<file path="src/rtl/top_stim_pkg.sv">
// Shared types and LFSR helper for the top_stim_driver stimulus/check block.
package top_stim_pkg;

  typedef enum logic [1:0] {
    IDLE  = 2'd0,
    RUN   = 2'd1,
    DRAIN = 2'd2,
    DONE  = 2'd3
  } state_t;

  localparam int          LFSR_W    = 16;
  localparam logic [15:0] LFSR_TAPS = 16'hB400;

  // One step of the Galois right-shift LFSR.
  function automatic logic [15:0] lfsr_next(input logic [15:0] l);
    return (l >> 1) ^ (l[0] ? LFSR_TAPS : 16'h0000);
  endfunction

endpackage

</file>
<file path="src/rtl/top_stim_lfsr.sv">
// 16-bit Galois LFSR with synchronous load/advance; a zero seed is replaced
// by 1 so the register can never lock up in the all-zero state.
module top_stim_lfsr
  import top_stim_pkg::*;
#(
  parameter logic [15:0] SEED  = 16'hACE1,
  parameter int          WIDTH = 1
) (
  input  logic             i_clk,
  input  logic             i_rst_n,
  input  logic             i_load,
  input  logic             i_advance,
  output logic [WIDTH-1:0] o_vec
);

  localparam logic [15:0] SEED_EFF = (SEED == 16'h0000) ? 16'h0001 : SEED;

  logic [LFSR_W-1:0] r_lfsr;

  // Seed on reset or load, otherwise step once per advance.
  always_ff @(posedge i_clk or negedge i_rst_n) begin
    if (!i_rst_n) begin
      r_lfsr <= SEED_EFF;
    end else if (i_load) begin
      r_lfsr <= SEED_EFF;
    end else if (i_advance) begin
      r_lfsr <= lfsr_next(r_lfsr);
    end
  end

  assign o_vec = r_lfsr[WIDTH-1:0];

endmodule

</file>
<file path="src/rtl/top_stim_driver.sv">
// Bindable stimulus-and-check block for Top: drives LFSR vectors on I,
// predicts O as I delayed by LATENCY cycles and counts mismatches.
// Typical attachment:
//   bind Top top_stim_driver top_stim_driver_inst (.CLK(CLK),
//     .ASYNCRESETN(ASYNCRESETN), .I(I), .O(O), .start(...), .busy(...),
//     .done(...), .mismatch(...), .err_count(...));
module top_stim_driver
  import top_stim_pkg::*;
#(
  parameter int          WIDTH       = 1,
  parameter int          LATENCY     = 1,
  parameter int          NUM_VECTORS = 16,
  parameter logic [15:0] SEED        = 16'hACE1,
  parameter int          CNT_W       = 8
) (
  input  logic             CLK,
  input  logic             ASYNCRESETN,
  input  logic             start,
  output logic [WIDTH-1:0] I,
  input  logic [WIDTH-1:0] O,
  output logic             busy,
  output logic             done,
  output logic             mismatch,
  output logic [CNT_W-1:0] err_count
);

  // The phase counter times both RUN (NUM_VECTORS cycles) and DRAIN
  // (LATENCY+1 cycles), so it is sized for the longer of the two.
  localparam int PHASE_MAX = (NUM_VECTORS > LATENCY + 1) ? NUM_VECTORS : LATENCY + 1;
  localparam int PW        = $clog2(PHASE_MAX + 1);
  localparam logic [PW-1:0] RUN_LAST   = PW'(NUM_VECTORS - 1);
  localparam logic [PW-1:0] DRAIN_LAST = PW'(LATENCY);

  state_t            r_state;
  state_t            w_nextState;
  logic [PW-1:0]     r_phaseCnt;
  logic              w_lfsrLoad;
  logic              w_lfsrAdvance;
  logic              w_clearErr;
  logic [WIDTH-1:0]  w_lfsrVec;
  logic [LATENCY-1:0] r_pipeValid;
  logic [WIDTH-1:0]  r_pipeData [LATENCY];
  logic              w_cmpFail;
  logic              r_mismatch;
  logic [CNT_W-1:0]  r_errCount;

  top_stim_lfsr #(
    .SEED  (SEED),
    .WIDTH (WIDTH)
  ) u_lfsr (
    .i_clk     (CLK),
    .i_rst_n   (ASYNCRESETN),
    .i_load    (w_lfsrLoad),
    .i_advance (w_lfsrAdvance),
    .o_vec     (w_lfsrVec)
  );

  // FSM state register.
  always_ff @(posedge CLK or negedge ASYNCRESETN) begin
    if (!ASYNCRESETN) begin
      r_state <= IDLE;
    end else begin
      r_state <= w_nextState;
    end
  end

  // Next-state decode plus the stimulus, status and LFSR control outputs.
  always_comb begin
    w_nextState   = r_state;
    I             = '0;
    busy          = 1'b0;
    done          = 1'b0;
    w_lfsrLoad    = 1'b0;
    w_lfsrAdvance = 1'b0;
    w_clearErr    = 1'b0;
    case (r_state)
      IDLE: begin
        w_lfsrLoad = 1'b1;
        w_clearErr = 1'b1;
        if (start) w_nextState = RUN;
      end
      RUN: begin
        I             = w_lfsrVec;
        busy          = 1'b1;
        w_lfsrAdvance = 1'b1;
        if (r_phaseCnt == RUN_LAST) w_nextState = DRAIN;
      end
      DRAIN: begin
        busy = 1'b1;
        if (r_phaseCnt == DRAIN_LAST) w_nextState = DONE;
      end
      DONE: begin
        done = 1'b1;
        if (start) begin
          w_nextState = RUN;
          w_lfsrLoad  = 1'b1;
          w_clearErr  = 1'b1;
        end
      end
      default: w_nextState = IDLE;
    endcase
  end

  // Phase counter restarts on every state change and counts cycles within RUN/DRAIN.
  always_ff @(posedge CLK or negedge ASYNCRESETN) begin
    if (!ASYNCRESETN) begin
      r_phaseCnt <= '0;
    end else if (r_state != w_nextState) begin
      r_phaseCnt <= '0;
    end else if ((r_state == RUN) || (r_state == DRAIN)) begin
      r_phaseCnt <= r_phaseCnt + PW'(1);
    end
  end

  // Expected-value shift pipeline; only vectors issued in RUN are marked valid.
  always_ff @(posedge CLK or negedge ASYNCRESETN) begin
    if (!ASYNCRESETN) begin
      r_pipeValid <= '0;
      for (int i = 0; i < LATENCY; i++) begin
        r_pipeData[i] <= '0;
      end
    end else begin
      r_pipeValid[0] <= (r_state == RUN);
      r_pipeData[0]  <= I;
      for (int i = 1; i < LATENCY; i++) begin
        r_pipeValid[i] <= r_pipeValid[i-1];
        r_pipeData[i]  <= r_pipeData[i-1];
      end
    end
  end

  assign w_cmpFail = r_pipeValid[LATENCY-1] && (r_pipeData[LATENCY-1] != O);

  // Registered mismatch pulse and saturating error counter.
  always_ff @(posedge CLK or negedge ASYNCRESETN) begin
    if (!ASYNCRESETN) begin
      r_mismatch <= 1'b0;
      r_errCount <= '0;
    end else begin
      r_mismatch <= w_cmpFail;
      if (w_clearErr) begin
        r_errCount <= '0;
      end else if (w_cmpFail && (r_errCount != {CNT_W{1'b1}})) begin
        r_errCount <= r_errCount + CNT_W'(1);
      end
    end
  end

  assign mismatch  = r_mismatch;
  assign err_count = r_errCount;

endmodule

</file>
<file path="config.mk">
export PLATFORM = sky130hd
export DESIGN_NAME = top_stim_driver
export DESIGN_NICKNAME = d
export VERILOG_FILES = /design/src/rtl/top_stim_pkg.sv /design/src/rtl/top_stim_lfsr.sv /design/src/rtl/top_stim_driver.sv
export SDC_FILE = /design/constraint.sdc
export NUM_CORES = 1
export LEC_CHECK = 0
export CORE_MARGIN = 2
export CORE_UTILIZATION = 60
export CTS_CLUSTER_SIZE = 8
export DETAILED_ROUTE_END_ITERATION = 16
export GPL_TIMING_DRIVEN = 1
export PLACE_DENSITY_LB_ADDON = 0.08
export SLEW_MARGIN = 10
export SYNTH_ARGS = -nofsm -noshare
export SYNTH_HDL_FRONTEND = slang
export SYNTH_SLANG_ARGS = --single-unit
</file>
<file path="constraint.sdc">
create_clock -name CLK -period 4.92 [get_ports CLK]
set_clock_uncertainty 0.1 [all_clocks]
set_input_delay 0.492 -clock CLK [delete_from_list [all_inputs] [get_ports CLK]]
set_output_delay 0.492 -clock CLK [all_outputs]
set_load 0.1 [all_outputs]
</file>
==> out/results.ini, run 1 <==
[cts]
cts_buffers = 5
clk_latency_ns = 0.34
post-cts-setup-buffer-count = 0
cts_root_buffer = clkbuf_4
cts_sinks = 34
htree_levels = 2
clk_pin_slew_ns = 0.10
hold_buffers = 0
ctsLongestPathBuffers = 2
cts_tree = built
post_cts_resized = 0

[detailed_routing]
dr.pass1.iters = 4
wirelength_microns = 3181
m1WireLength_microns = 1457
dr_wl_met3_microns = 197
vias_per_cell = 6.028
num_vias = 1302
drcViolationCount = 0
drtAntennaViolNets = 0
wl_per_cell_microns = 14.73
drtIter0Drc = 62
dr.max_layer_used = met4
routed-wl-met2_microns = 1468

[floorplan]
coreArea_sq_um = 2734
dieArea_sq_um = 3291
floorplan.initialDensity_pct = 62.52
io_pins = 16
die_w_microns = 57.37
rows = 19
die_h_microns = 57.37

[timing]
fin_crit_sh_pct = 69.04
setup_viol = 0
finalCriticalPeriod_ns = 3.397
rsz0062_at_grt = false
clock.fmax_mhz = 294.4
tightest_slew_ns = 1.077
hold_viol = 0
max_slew_margin_pct = 27.96
final_max_slew_viol_count = 0
setup_ws_ns = 1.523
setup_tns_ns = 0
holdWs_ns = 0.3920

[power]
power_w = 0.001375
power-per-cell-area_nw_per_um2 = 707.3
ir_drop_mv = 0.5906
switching_share_pct = 48.87
p_clk_share_pct = 11.6
intPower_w = 0.0007032
leakage_nw = 0.8336
seqPwrFrac_pct = 34.7
p_switching_w = 0.0006720
p_comb_share_pct = 53.7

[layout]
mostFrequentLayoutCell = dfrtp_1
regArea_sq_um = 860.8
areaGrowthSynthToFinish_pct = 13.76
multi_input_area_sq_um = 789.5
fin_nets = 196
fillers = 216
layout-drive-gt1-share_pct = 11.35
final_cells = 216
antenna_cells = 0
final_cell_mix = dfrtp_1, nand2_1, nor2_1

[grt]
grt_pass1_wl_microns = 5471
grt_overflow = 0
antenna_found_initial = 0
grt_pass1_vias = 1209
grt_max_degree = 35
track_usage_pct = 22.19

[worst_setup_path]
crit_type = reg -> out
cp-end-kind = output pin
reg2reg_depth = 6
timing.critical_path.required_ns = 4.33
startpoint_type = flop
crit_fanout = 25
crit_arrival_ns = 2.80

[place]
pre_cts_ws_ns = 1.908
dp_hpwl_microns = 2232
gp_congestion = 0.8041
place_inst = 208
portBuffers = 15

[yosys]
yosysSeqAreaShare_pct = 50.37
synth.distinct_cells = 32
syn_area_per_cell_sq_um = 10.30
ys_seq_elements = 34
async_flop_share_pct = 100.0
synth_cells = 166
synth_edf_count = 0
yosys_warnings = 0
synth_flop_cell = dfrtp_1
synth_nets = 178
syn-cell-area_sq_um = 1709

[flow_run]
drv_cap = 0

[run_status]
status = completed

[worst_hold_path]
min_path_type = reg -> reg
hold_path_depth = 2

through the flow:
stage / util, % / instance area, sq um
6_report: 71.12 / 1944
5_1_grt: 71.12 / 1944
4_1_cts: 71.12 / 1944
3_5_place_dp: 68.92 / 1884
3_3_place_gp: 68.92 / 1884
2_1_floorplan: - / 1709
path summary, 6_finish.rpt:
path                                               from                             to  slack [ns]
max in group asynchronous                   ASYNCRESETN  u_lfsr.r_lfsr[10]$_DFFE_PN1P_        3.94
min                        u_lfsr.r_lfsr[8]$_DFFE_PN0P_   u_lfsr.r_lfsr[7]$_DFFE_PN1P_        0.39
max                                r_state[1]$_DFF_PN0_                              I        1.52
min reg2reg                u_lfsr.r_lfsr[8]$_DFFE_PN0P_   u_lfsr.r_lfsr[7]$_DFFE_PN1P_        0.39
max reg2reg                        r_state[0]$_DFF_PN0_      r_phaseCnt[0]$_DFFE_PN0P_        2.55
min in group asynchronous                   ASYNCRESETN       err_count[0]$_DFFE_PN0P_        0.45
critical path, stage by stage (launching register included):
cell	delay, ns
dfrtp_1	0.46
inv_1	0.15
ha_1	0.18
buf_4	0.30
and2_1	0.23
clkdlybuf4s50_1	1.15
per-layer routing:
layer  global-route usage [%]  up-vias
met5                        0        -
met4                    8.970        0
met3                    7.937        8
met2                    33.44       41
met1                    29.35      641
li1                         -      612
cell usage after synthesis, types with 4 or more instances:
library cell,count,area (sq um)
o21ai_0,6,30.03
buf_2,5,25.02
mux2i_1,14,140.1
xor2_1,4,35.03
ha_1,8,100.1
xnor2_1,5,43.79
nor2_1,17,63.81
a31oi_1,4,25.02
nor3_1,4,20.02
inv_1,8,30.03
nand2_1,22,82.58
dfstp_2,8,210.2
dfrtp_1,26,650.6
nor4_1,5,31.28
cell families after synthesis:
group	after synthesis	synth area share (%)
and+or+nand+nor	65	19.11
muxes	14	8.199
adders and majority gates	8	5.857
buffers and inverters	14	3.440
AOI/OAI and AO/OA	22	8.419
DFF	34	50.37
xor gates and xnor gates	9	4.612
layout make-up:
class / count / share of cell area, %
Inverter: 8 / 1.544
Clock inverter: 1 / 0.2574
Sequential cell: 34 / 44.27
Clock buffer: 7 / 2.831
Multi-Input combinational cell: 118 / 40.60
Timing Repair Buffer: 17 / 8.494
Tap cell: 31 / 1.995
sequential cells by signal (all words and copies together), names as in the netlist:
signal	flops
r_pipeValid	1
r_phaseCnt	5
u_lfsr.r_lfsr	16
mismatch	1
err_count	8
r_pipeData	1
r_state	2
power by group through the flow:
stage / logic [W] / registers [W] / clock network, W
after global routing: 0.000806 / 0.000490 / 0.000179
after detailed placement: 0.000737 / 0.000481 / 0
after global placement: 0.000711 / 0.000475 / 0
after floorplan: 0.000519 / 0.000546 / 0
after CTS: 0.000741 / 0.000476 / 0.000165
final: 0.000738 / 0.000477 / 0.000160
No activity file was read; power rests on OpenSTA's default activity.
==> run 2, diff against run 1 <==
Settings changed: CORE_UTILIZATION 60 to 51.
Clock period 4.92 ns to 2.83 ns, I/O delays scaled along.
==> out/results.ini, run 2 (synthesized netlist as in run 1, its figures left out) <==
[cts]
htree_levels = 2  ; unchanged
post_cts_resized = 0  ; unchanged
cts_tree = built
ctsLongestPathBuffers = 2  ; unchanged
post-cts-setup-buffer-count = 0  ; unchanged
cts_root_buffer = clkbuf_4
clk_latency_ns = 0.34  ; about the same
cts_sinks = 34  ; unchanged
hold_buffers = 0  ; unchanged
cts_buffers = 5  ; unchanged
clk_pin_slew_ns = 0.11  ; about the same

[floorplan]
die_h_microns = 61.89  ; +7.9%
rows = 21  ; +2
floorplan.initialDensity_pct = 52.04  ; -10 points
coreArea_sq_um = 3284  ; +20%
die_w_microns = 61.89  ; +7.9%
dieArea_sq_um = 3830  ; +16%
io_pins = 16  ; unchanged

[power]
power-per-cell-area_nw_per_um2 = 1221  ; +73%
ir_drop_mv = 0.6243  ; +5.7%
p_switching_w = 0.001158  ; +72%
p_clk_share_pct = 10.5  ; -1.1 points
intPower_w = 0.001214  ; +73%
power_w = 0.002372  ; +72%
switching_share_pct = 48.82  ; about the same
leakage_nw = 0.8551  ; +2.6%
seqPwrFrac_pct = 35.0  ; +0.3 points
p_comb_share_pct = 54.4  ; +0.7 points

[timing]
setup_tns_ns = 0  ; unchanged
tightest_slew_ns = 0.5640  ; -0.5126 ns
rsz0062_at_grt = false
clock.fmax_mhz = 412.5
final_max_slew_viol_count = 0  ; unchanged
max_slew_margin_pct = 62.26  ; +34 points
setup_viol = 0  ; unchanged
hold_viol = 0  ; unchanged
fin_crit_sh_pct = 85.67
finalCriticalPeriod_ns = 2.424

[place]
dp_hpwl_microns = 2267  ; +1.6%
place_inst = 224  ; +7.7%
gp_congestion = 0.8464  ; +5.3%
portBuffers = 15  ; unchanged

[worst_setup_path]
cp-end-kind = output pin
path_buf_inv = 3  ; unchanged
critical-path-top-delay-family = buffers and inverters
startpoint_type = flop
crit_fanout = 20  ; -20%
timing.critical_path.required_ns = 2.45  ; -1.88 ns
crit_slowest_cell = dfrtp_1
max_stage_delay_ns = 0.45  ; -0.70 ns
crit_chain = inv_1 -> ha_1 -> buf_4 -> and2_1 -> buf_12
crit_arrival_ns = 2.04  ; -0.76 ns
crit_type = reg -> out

[detailed_routing]
vias_per_cell = 5.384  ; -11%
drtIter0Drc = 121  ; +95%
drcViolationCount = 0  ; unchanged
wl_per_cell_microns = 13.89  ; -5.7%
dr.pass1.iters = 4  ; unchanged
drtAntennaViolNets = 0  ; unchanged
wirelength_microns = 3223  ; +1.3%
num_vias = 1249  ; -4.1%

[flow_run]
drv_cap = 0  ; unchanged

[layout]
final_cell_mix = dfrtp_1, nand2_1, nor2_1
areaGrowthSynthToFinish_pct = 13.62
fin_nets = 197  ; +0.51%
layout-drive-gt1-share_pct = 17.20  ; +5.9 points
largest_register = u_lfsr.r_lfsr
largest_reg_flops = 16  ; unchanged
mostFrequentLayoutCell = dfrtp_1
final_cells = 232  ; +7.4%
antenna_cells = 0  ; unchanged

[grt]
antenna_found_initial = 0  ; unchanged
grt_pass1_wl_microns = 5540  ; +1.3%
grt_overflow = 0  ; unchanged
track_usage_pct = 20.14  ; -2.1 points
grt_max_degree = 35  ; unchanged
grt_pass1_vias = 1187  ; -1.8%

[run_status]
status = completed

[worst_hold_path]
min_path_type = in -> async

## run 2: area by class of cell
type / count / area [sq um]
clock buffers: 8 / 48.80
fillers: 296 / 1343
inverters: 8 / 30.03
multi-input cells: 118 / 789.5
flip-flops and latches: 34 / 860.8
well taps: 46 / 57.56
repair buffers: 18 / 155.1
## run 2: power by group through the flow
stage / logic (W) / clock network (W) / registers (W)
after floorplan: 0.000902 / 0 / 0.000949
after detailed placement: 0.00129 / 0 / 0.000837
after global routing: 0.00143 / 0.000286 / 0.000856
final: 0.00129 / 0.000250 / 0.000831
after CTS: 0.00130 / 0.000261 / 0.000830
after global placement: 0.00126 / 0 / 0.000827
## run 2: stage by stage
stage	setup slack (ns)	utilization, %	hold slack [ns]	area (sq um)
after CTS	0.3981	59.12	0.2417	1942
after floorplan	0.3735	-	-0.1126	1709
after detailed placement	0.6526	57.64	0.3883	1893
after global placement	0.7364	57.64	0.3825	1893
final	0.4057	59.12	0.2347	1942
after global routing	0.2891	59.12	0.2695	1942
## run 2: layer usage
| metal | global-route usage, % | wire length (microns) | vias up |
|---|---|---|---|
| met5 | 0 | 0 | - |
| met4 | 10.64 | 70 | 0 |
| met3 | 3.727 | 119 | 8 |
| met2 | 30.38 | 1512 | 32 |
| met1 | 27.61 | 1521 | 590 |
| li1 | - | - | 619 |
## run 2: final timing paths
kind                       cells past startpoint  slack (ns)                          from                           end
hold reg to reg                                2        0.41  u_lfsr.r_lfsr[1]$_DFFE_PN0P_  u_lfsr.r_lfsr[0]$_DFFE_PN1P_
setup reg to reg                               6        0.59          r_state[0]$_DFF_PN0_     r_phaseCnt[1]$_DFFE_PN0P_
min in group CLK                               2        0.41  u_lfsr.r_lfsr[1]$_DFFE_PN0P_  u_lfsr.r_lfsr[0]$_DFFE_PN1P_
setup / recovery                               5        0.41          r_state[1]$_DFF_PN0_                             I
hold / removal                                 2        0.23                   ASYNCRESETN      err_count[6]$_DFFE_PN0P_
max in group asynchronous                      2        2.05                   ASYNCRESETN  u_lfsr.r_lfsr[0]$_DFFE_PN1P_
